`src/rtl/frame_buffer_scheduler_pkg.sv`:
```
// Shared definitions for the frame buffer scheduler: FSM states,
// buffer read/write select levels and default image geometry.
package fb_pkg;

  typedef enum logic [1:0] {
    ST_IDLE = 2'd0,
    ST_FILL = 2'd1,
    ST_SCAN = 2'd2,
    ST_DONE = 2'd3
  } state_t;

  localparam logic RW_WRITE = 1'b1;
  localparam logic RW_READ  = 1'b0;

  localparam int DEF_WIDTH  = 768;
  localparam int DEF_HEIGHT = 512;
  localparam int DEF_CW     = 11;

endpackage

```
`src/rtl/frame_buffer_scheduler_if.sv`:
```
// Control/handshake bundle between the scheduler and its surroundings
// (camera source, frame buffer, downstream filter).
interface frame_buffer_scheduler_if #(
  parameter int CW = fb_pkg::DEF_CW
) ();

  logic          start;
  logic          cam_valid;
  logic          writeDone;
  logic          win_ready;
  logic          readWrite;
  logic [CW-1:0] scan_X;
  logic [CW-1:0] scan_Y;
  logic          win_valid;
  logic          border;
  logic          busy;
  logic          frame_done;
  logic          err_overrun;

  // Environment side: drives requests, observes the scheduler.
  modport master (
    output start, cam_valid, writeDone, win_ready,
    input  readWrite, scan_X, scan_Y, win_valid, border, busy,
           frame_done, err_overrun
  );

  // Scheduler side.
  modport slave (
    input  start, cam_valid, writeDone, win_ready,
    output readWrite, scan_X, scan_Y, win_valid, border, busy,
           frame_done, err_overrun
  );

endinterface

```
`src/rtl/frame_buffer_scheduler_raster_counter.sv`:
```
// Raster X/Y counter for window centres. Clears to the origin, steps
// X then Y, and flags the final pixel so the caller can stop there.
module raster_counter #(
  parameter int WIDTH  = fb_pkg::DEF_WIDTH,
  parameter int HEIGHT = fb_pkg::DEF_HEIGHT,
  parameter int CW     = fb_pkg::DEF_CW
) (
  input  logic          clk,
  input  logic          rst,
  input  logic          en,
  input  logic          clr,
  output logic [CW-1:0] x,
  output logic [CW-1:0] y,
  output logic          last
);

  logic [CW-1:0] x_q, x_d;
  logic [CW-1:0] y_q, y_d;
  logic          x_last;

  assign x_last = (x_q == CW'(WIDTH - 1));
  assign last   = x_last && (y_q == CW'(HEIGHT - 1));
  assign x      = x_q;
  assign y      = y_q;

  // Next position: clear wins, otherwise step; the last pixel holds so
  // the coordinates never leave the image.
  always_comb begin
    x_d = x_q;
    y_d = y_q;
    if (clr) begin
      x_d = '0;
      y_d = '0;
    end else if (en && !last) begin
      if (x_last) begin
        x_d = '0;
        y_d = y_q + CW'(1);
      end else begin
        x_d = x_q + CW'(1);
      end
    end
  end

  // Coordinate registers, synchronous active-low reset to the origin.
  always_ff @(posedge clk) begin
    if (!rst) begin
      x_q <= '0;
      y_q <= '0;
    end else begin
      x_q <= x_d;
      y_q <= y_d;
    end
  end

endmodule

```
`src/rtl/frame_buffer_scheduler.sv`:
```
// Frame buffer scheduler: alternates the shared window buffer between
// camera fill and filter scan, raster-scanning window centres and
// handing each window downstream over valid/ready.
module frame_buffer_scheduler
  import fb_pkg::*;
#(
  parameter int WIDTH  = DEF_WIDTH,
  parameter int HEIGHT = DEF_HEIGHT,
  parameter int CW     = DEF_CW,
  parameter int RD_LAT = 1
) (
  input  logic                        CAMERA_CLK,
  input  logic                        rst,
  frame_buffer_scheduler_if.slave     bus
);

  localparam logic [2:0] RD_LAT_V = 3'(RD_LAT);

  state_t        state_q, state_d;
  logic [2:0]    wait_q, wait_d;
  logic          win_valid_q, win_valid_d;
  logic          frame_done_q, frame_done_d;
  logic          err_q, err_d;

  logic          rc_en, rc_clr, rc_last;
  logic [CW-1:0] rc_x, rc_y;

  raster_counter #(
    .WIDTH (WIDTH),
    .HEIGHT(HEIGHT),
    .CW    (CW)
  ) u_raster (
    .clk (CAMERA_CLK),
    .rst (rst),
    .en  (rc_en),
    .clr (rc_clr),
    .x   (rc_x),
    .y   (rc_y),
    .last(rc_last)
  );

  // Sequencing: fill until the buffer reports the frame stored, then scan
  // windows, waiting RD_LAT cycles after each coordinate change before
  // presenting the taps as valid.
  always_comb begin
    state_d      = state_q;
    wait_d       = wait_q;
    win_valid_d  = win_valid_q;
    frame_done_d = 1'b0;
    err_d        = err_q | (bus.cam_valid &&
                            (state_q == ST_SCAN || state_q == ST_DONE));
    rc_en        = 1'b0;
    rc_clr       = 1'b0;
    case (state_q)
      ST_IDLE: begin
        if (bus.start) state_d = ST_FILL;
      end
      ST_FILL: begin
        if (bus.writeDone) begin
          state_d     = ST_SCAN;
          rc_clr      = 1'b1;
          wait_d      = RD_LAT_V;
          win_valid_d = 1'b0;
        end
      end
      ST_SCAN: begin
        if (win_valid_q) begin
          if (bus.win_ready) begin
            win_valid_d = 1'b0;
            wait_d      = RD_LAT_V;
            if (rc_last) begin
              state_d      = ST_DONE;
              frame_done_d = 1'b1;
            end else begin
              rc_en = 1'b1;
            end
          end
        end else if (wait_q > 3'd1) begin
          wait_d = wait_q - 3'd1;
        end else begin
          // Counter reaches zero this edge, so the taps are valid next cycle.
          wait_d      = 3'd0;
          win_valid_d = 1'b1;
        end
      end
      ST_DONE: begin
        win_valid_d = 1'b0;
        state_d     = bus.start ? ST_FILL : ST_IDLE;
      end
      default: state_d = ST_IDLE;
    endcase
  end

  // State, wait counter, handshake and status registers.
  always_ff @(posedge CAMERA_CLK) begin
    if (!rst) begin
      state_q      <= ST_IDLE;
      wait_q       <= 3'd0;
      win_valid_q  <= 1'b0;
      frame_done_q <= 1'b0;
      err_q        <= 1'b0;
    end else begin
      state_q      <= state_d;
      wait_q       <= wait_d;
      win_valid_q  <= win_valid_d;
      frame_done_q <= frame_done_d;
      err_q        <= err_d;
    end
  end

  assign bus.readWrite   = (state_q == ST_SCAN) ? RW_READ : RW_WRITE;
  assign bus.busy        = (state_q == ST_FILL) || (state_q == ST_SCAN);
  assign bus.scan_X      = rc_x;
  assign bus.scan_Y      = rc_y;
  assign bus.win_valid   = win_valid_q;
  assign bus.frame_done  = frame_done_q;
  assign bus.err_overrun = err_q;
  assign bus.border      = (rc_x == '0) || (rc_x == CW'(WIDTH - 1)) ||
                           (rc_y == '0) || (rc_y == CW'(HEIGHT - 1));

endmodule
```
`src/flat_wrapper.sv`:
```
// flat-port wrapper written by rule: the top's interface ports become plain ports
module frame_buffer_scheduler_flat import fb_pkg::*;
#(
  parameter int WIDTH  = DEF_WIDTH,
  parameter int HEIGHT = DEF_HEIGHT,
  parameter int CW     = DEF_CW,
  parameter int RD_LAT = 1
)
  (CAMERA_CLK, rst, bus_start, bus_cam_valid, bus_writeDone, bus_win_ready, bus_readWrite, bus_scan_X, bus_scan_Y, bus_win_valid, bus_border, bus_busy, bus_frame_done, bus_err_overrun);
  frame_buffer_scheduler_if #(.CW(CW)) bus_i ();
  input  logic CAMERA_CLK;
  input  logic rst;
  input wire logic [$bits(bus_i.start)-1:0] bus_start;
  input wire logic [$bits(bus_i.cam_valid)-1:0] bus_cam_valid;
  input wire logic [$bits(bus_i.writeDone)-1:0] bus_writeDone;
  input wire logic [$bits(bus_i.win_ready)-1:0] bus_win_ready;
  output wire logic [$bits(bus_i.readWrite)-1:0] bus_readWrite;
  output wire logic [$bits(bus_i.scan_X)-1:0] bus_scan_X;
  output wire logic [$bits(bus_i.scan_Y)-1:0] bus_scan_Y;
  output wire logic [$bits(bus_i.win_valid)-1:0] bus_win_valid;
  output wire logic [$bits(bus_i.border)-1:0] bus_border;
  output wire logic [$bits(bus_i.busy)-1:0] bus_busy;
  output wire logic [$bits(bus_i.frame_done)-1:0] bus_frame_done;
  output wire logic [$bits(bus_i.err_overrun)-1:0] bus_err_overrun;
  assign bus_i.start = bus_start;
  assign bus_i.cam_valid = bus_cam_valid;
  assign bus_i.writeDone = bus_writeDone;
  assign bus_i.win_ready = bus_win_ready;
  assign bus_readWrite = bus_i.readWrite;
  assign bus_scan_X = bus_i.scan_X;
  assign bus_scan_Y = bus_i.scan_Y;
  assign bus_win_valid = bus_i.win_valid;
  assign bus_border = bus_i.border;
  assign bus_busy = bus_i.busy;
  assign bus_frame_done = bus_i.frame_done;
  assign bus_err_overrun = bus_i.err_overrun;
  frame_buffer_scheduler #(.WIDTH(WIDTH), .HEIGHT(HEIGHT), .CW(CW), .RD_LAT(RD_LAT)) u_core (.CAMERA_CLK(CAMERA_CLK), .rst(rst), .bus(bus_i));
endmodule
```
`config.mk`:
```
export PLATFORM = sky130hd
export DESIGN_NAME = frame_buffer_scheduler_flat
export DESIGN_NICKNAME = d
export VERILOG_FILES = /design/src/rtl/frame_buffer_scheduler_pkg.sv /design/src/rtl/frame_buffer_scheduler_if.sv /design/src/rtl/frame_buffer_scheduler_raster_counter.sv /design/src/rtl/frame_buffer_scheduler.sv /design/src/flat_wrapper.sv
export SDC_FILE = /design/constraint.sdc
export NUM_CORES = 1
export LEC_CHECK = 0
export BUFFER_PORTS_ARGS = -buffer_cell sky130_fd_sc_hd__buf_2
export CAP_MARGIN = 10
export CORE_ASPECT_RATIO = 0.7
export CORE_MARGIN = 4
export CORE_UTILIZATION = 40
export CTS_BUF_LIST = sky130_fd_sc_hd__clkbuf_8 sky130_fd_sc_hd__clkbuf_16
export DETAILED_ROUTE_END_ITERATION = 8
export HOLD_SLACK_MARGIN = 0.06
export PLACE_DENSITY_LB_ADDON = 0.12
export SYNTH_ARGS = -nofsm -noshare
export SYNTH_HDL_FRONTEND = slang
export SYNTH_SLANG_ARGS = --single-unit
```
`constraint.sdc`:
```
create_clock -name CAMERA_CLK -period 3.1 [get_ports CAMERA_CLK]
set_input_delay 0.155 -clock CAMERA_CLK [delete_from_list [all_inputs] [get_ports CAMERA_CLK]]
set_output_delay 0.155 -clock CAMERA_CLK [all_outputs]
set_load 0.01 [all_outputs]
```
==> impl_results.md <==
* Outcome: finished clean
* Initial antenna violation count at 0
* Share of post-route cells with drive strength above 1 at ~20%
* First-pass GRT wire length at 6440 microns
* Setup TNS after final layout at 0 ns
* Initial Utilization at between 40% and 50%
* All-Layer GR Usage at 14.7%
* Aggregate global routing overflow at 0
* Syn Inst Count at approximately 200
* Largest stage delay, worst path at 0.47 ns
* Initial DRC count at 29
* Cell Area, Synth at approximately 1700 sq um
* Maximum clock rate at 473 MHz
* Fillers at 394
* Post-synthesis adder-cell area fraction at 8.02%
* Number of synthesized flops with an enable pin at 0
* Mux share of post-synthesis cell area at 1.75%
* Die Ht at 62.8 microns
* Min-Delay Path Class: input pin to flop
* Syn_nets at 221
* Buf+Inv Stages, Crit Path at 0
* Placed cells at 284
* Slowest-stage cell, CP: nor4_4
* Number of I/O port buffers at 33
* Final Max Tran Viols at 0
* Simple-gate share of the synthesized area at between 20% and 30%
* Post-CTS setup buffer count at 0
* ANT nets after route at 0
* Worst reg2reg path depth at 6
* Crit path cell chain: ha_1, nand2_1, nor4_4, a31oi_1, a2111o_1, o2111a_1
* Worst slew pin tran at 0.487 ns
* Worst path depth at 6
* Root Buffer: clkbuf_8
* Wirelength per Cell at approximately 13 microns
* CTS H-tree depth at 2
* CTS clock-pin slew for the worst setup and hold paths at 0.06 ns
* Synth warn at 0
* Pin count of the biggest net entering global routing at 15
* Final Hold Viols at 0
* P_leak at 0.830 nW
* Die Area at 5420 sq um
* CP arrival at 2.28 ns
* Setup violations, final at 0
* Crit path time final at ~2.1 ns
* Part of the Yosys area used for sequential elements at 35.0%
* Via density at 5.11
* RSZ-0062 raised after global routing: false
* Main flop type after synthesis: dfxtp_1
* Maximum vdd drop at 0.329 mV
* Die Span X at approximately 86 microns
* Via Count at between 1000 and 1500
* Synth-to-Final Area Change at 17.9%
* Post-Layout Inst Area at ~2000 sq um
* Post-cts gate resize count at 0
* CTS tree: yes
* Post-synthesis xor/xnor area fraction at 9.18%
* Post-Syn Area per Cell at approximately 8.4 sq um
* Hpwl dp at between 2000 and 3000 microns
* Clk sinks at 30
* Area after DPL at 1930 sq um
* Row Count at 19
* Hold Buf Count CTS at 0
* CTS Buf Count at 5
* Max_slew headroom at 67.3%
* CP endpoint kind: flop
* Vias in the first global route at ~1400
* Final period utilization at 68.2%
* DRC viols at 0
* # IOs at 34
* Synth cell types at 41
* Worst skew pair latency at 0.27 ns
* Router iterations before antenna repair at 4
* Worst EP required at 3.27 ns
* Cell family with most CP delay: compound AO/OA/AOI/OAI gates
* Final hold slack at 0.207 ns
* Crit path launch type: flop
* Final Non-Filler Cells at around 300
* Gpl congestion at 0.785
* Compound-cell area share of the yosys netlist at 12.2%
* Cell Pwr Density at 500 nW/um^2
* Final net count at 256
* Power Total at approximately 0.001 W
* Synth async-reset ratio at 0%
* Hold Path Stages at 2
* ANT cells at 0
* Total Wirelength at 3760 microns
* Yosys reg bits at 30
* CORE AREA at roughly 4000 sq um
* Crit-path max FO at 8
* Worst Setup Path Type: flop to flop
* Main combinational cell family by area after synthesis: simple AND/OR/NAND/NOR gates
* Clock Skew at between 0.004 and 0.005 ns
* Total of max-cap violations at 0
* CTS max path bufs at 2
==> cell usage in the layout (no fill, tap or decap), drive strengths merged, types with 6 or more instances in the layout <==
master,Yosys,routed
buf,2,35
dfxtp,30,30
nor2,29,29
inv,14,15
nand3,14,14
nand2,12,12
ha,11,11
xor2,10,10
xnor2,8,8
nand4,7,7
clkbuf,5,6
==> where the power goes <==
group	switching, W	internal, W
logic	0.000154	0.000108
registers	0.0000258	0.000410
clock network	0.000140	0.000175
==> synth_stat cells, drive strengths merged, types with 4 or more instances <==
cell	instances	share of area [%]
a211oi	4	1.7
a21oi	5	1.5
and3	5	1.8
and4	4	2.0
clkbuf	5	1.1
dfxtp	30	35
ha	11	8.0
inv	14	3.1
nand2	12	2.6
nand3	14	4.4
nand4	7	2.6
nor2	29	6.3
nor4	4	2.3
o21ai	5	1.5
xnor2	8	4.1
xor2	10	5.1
==> flip-flops by register name, summed over array words and instances, names as in the netlist <==
signal and count:
u_core.bus.err_overrun 1, u_core.bus.frame_done 1, u_core.bus.win_valid 1, u_core.state_q 2, u_core.u_raster.x 11, u_core.u_raster.y 11
u_core.wait_q 3
==> per-stage QoR <==
stage / worst slack (ns) / utilization [%]
after floorplan: 1.19 / -
after global placement: 0.998 / 48.1
after CTS: 0.974 / 50.4
after detailed placement: 0.984 / 48.1
final: 0.986 / 50.4
after global routing: 0.719 / 50.4
==> per-layer routing <==
layer	GRT usage, %	vias to the layer above	wire, microns
met3	4.87	2	207
met4	3.50	0	18
met1	20.5	674	1990
li1	-	790	-
met2	21.6	27	1540
met5	0	-	0
==> path summary, 6_finish.rpt <==
check | startpoint | endpoint | slack, ns
setup / recovery | u_core.u_raster.x[0]$_SDFFE_PP0P_ | u_core.state_q[0]$_SDFFE_PN0P_ | 0.99
hold / removal | rst | u_core.bus.err_overrun$_SDFF_PN0_ | 0.21
setup reg to reg | u_core.u_raster.x[0]$_SDFFE_PP0P_ | u_core.state_q[0]$_SDFFE_PN0P_ | 0.99
hold reg to reg | u_core.bus.err_overrun$_SDFF_PN0_ | u_core.bus.err_overrun$_SDFF_PN0_ | 0.47
==> layout make-up <==
type	count	area, sq um	area share (%)
clock buffer	6	82.6	4.08
clock inverter	2	8.76	0.433
inverter	14	52.6	2.60
multi-input combinational	153	1030	51.1
sequential	30	601	29.7
tap	52	65.1	3.21
timing repair buffer	35	180	8.90
==> cells by family after synthesis <==
kind of cell,Yosys count
compound gates,29
simple gates,92
flops,30
buf+inv,21
xor+xnor,18
mux,3
fa+ha+maj,11
(Power assumes the default switching activity.)
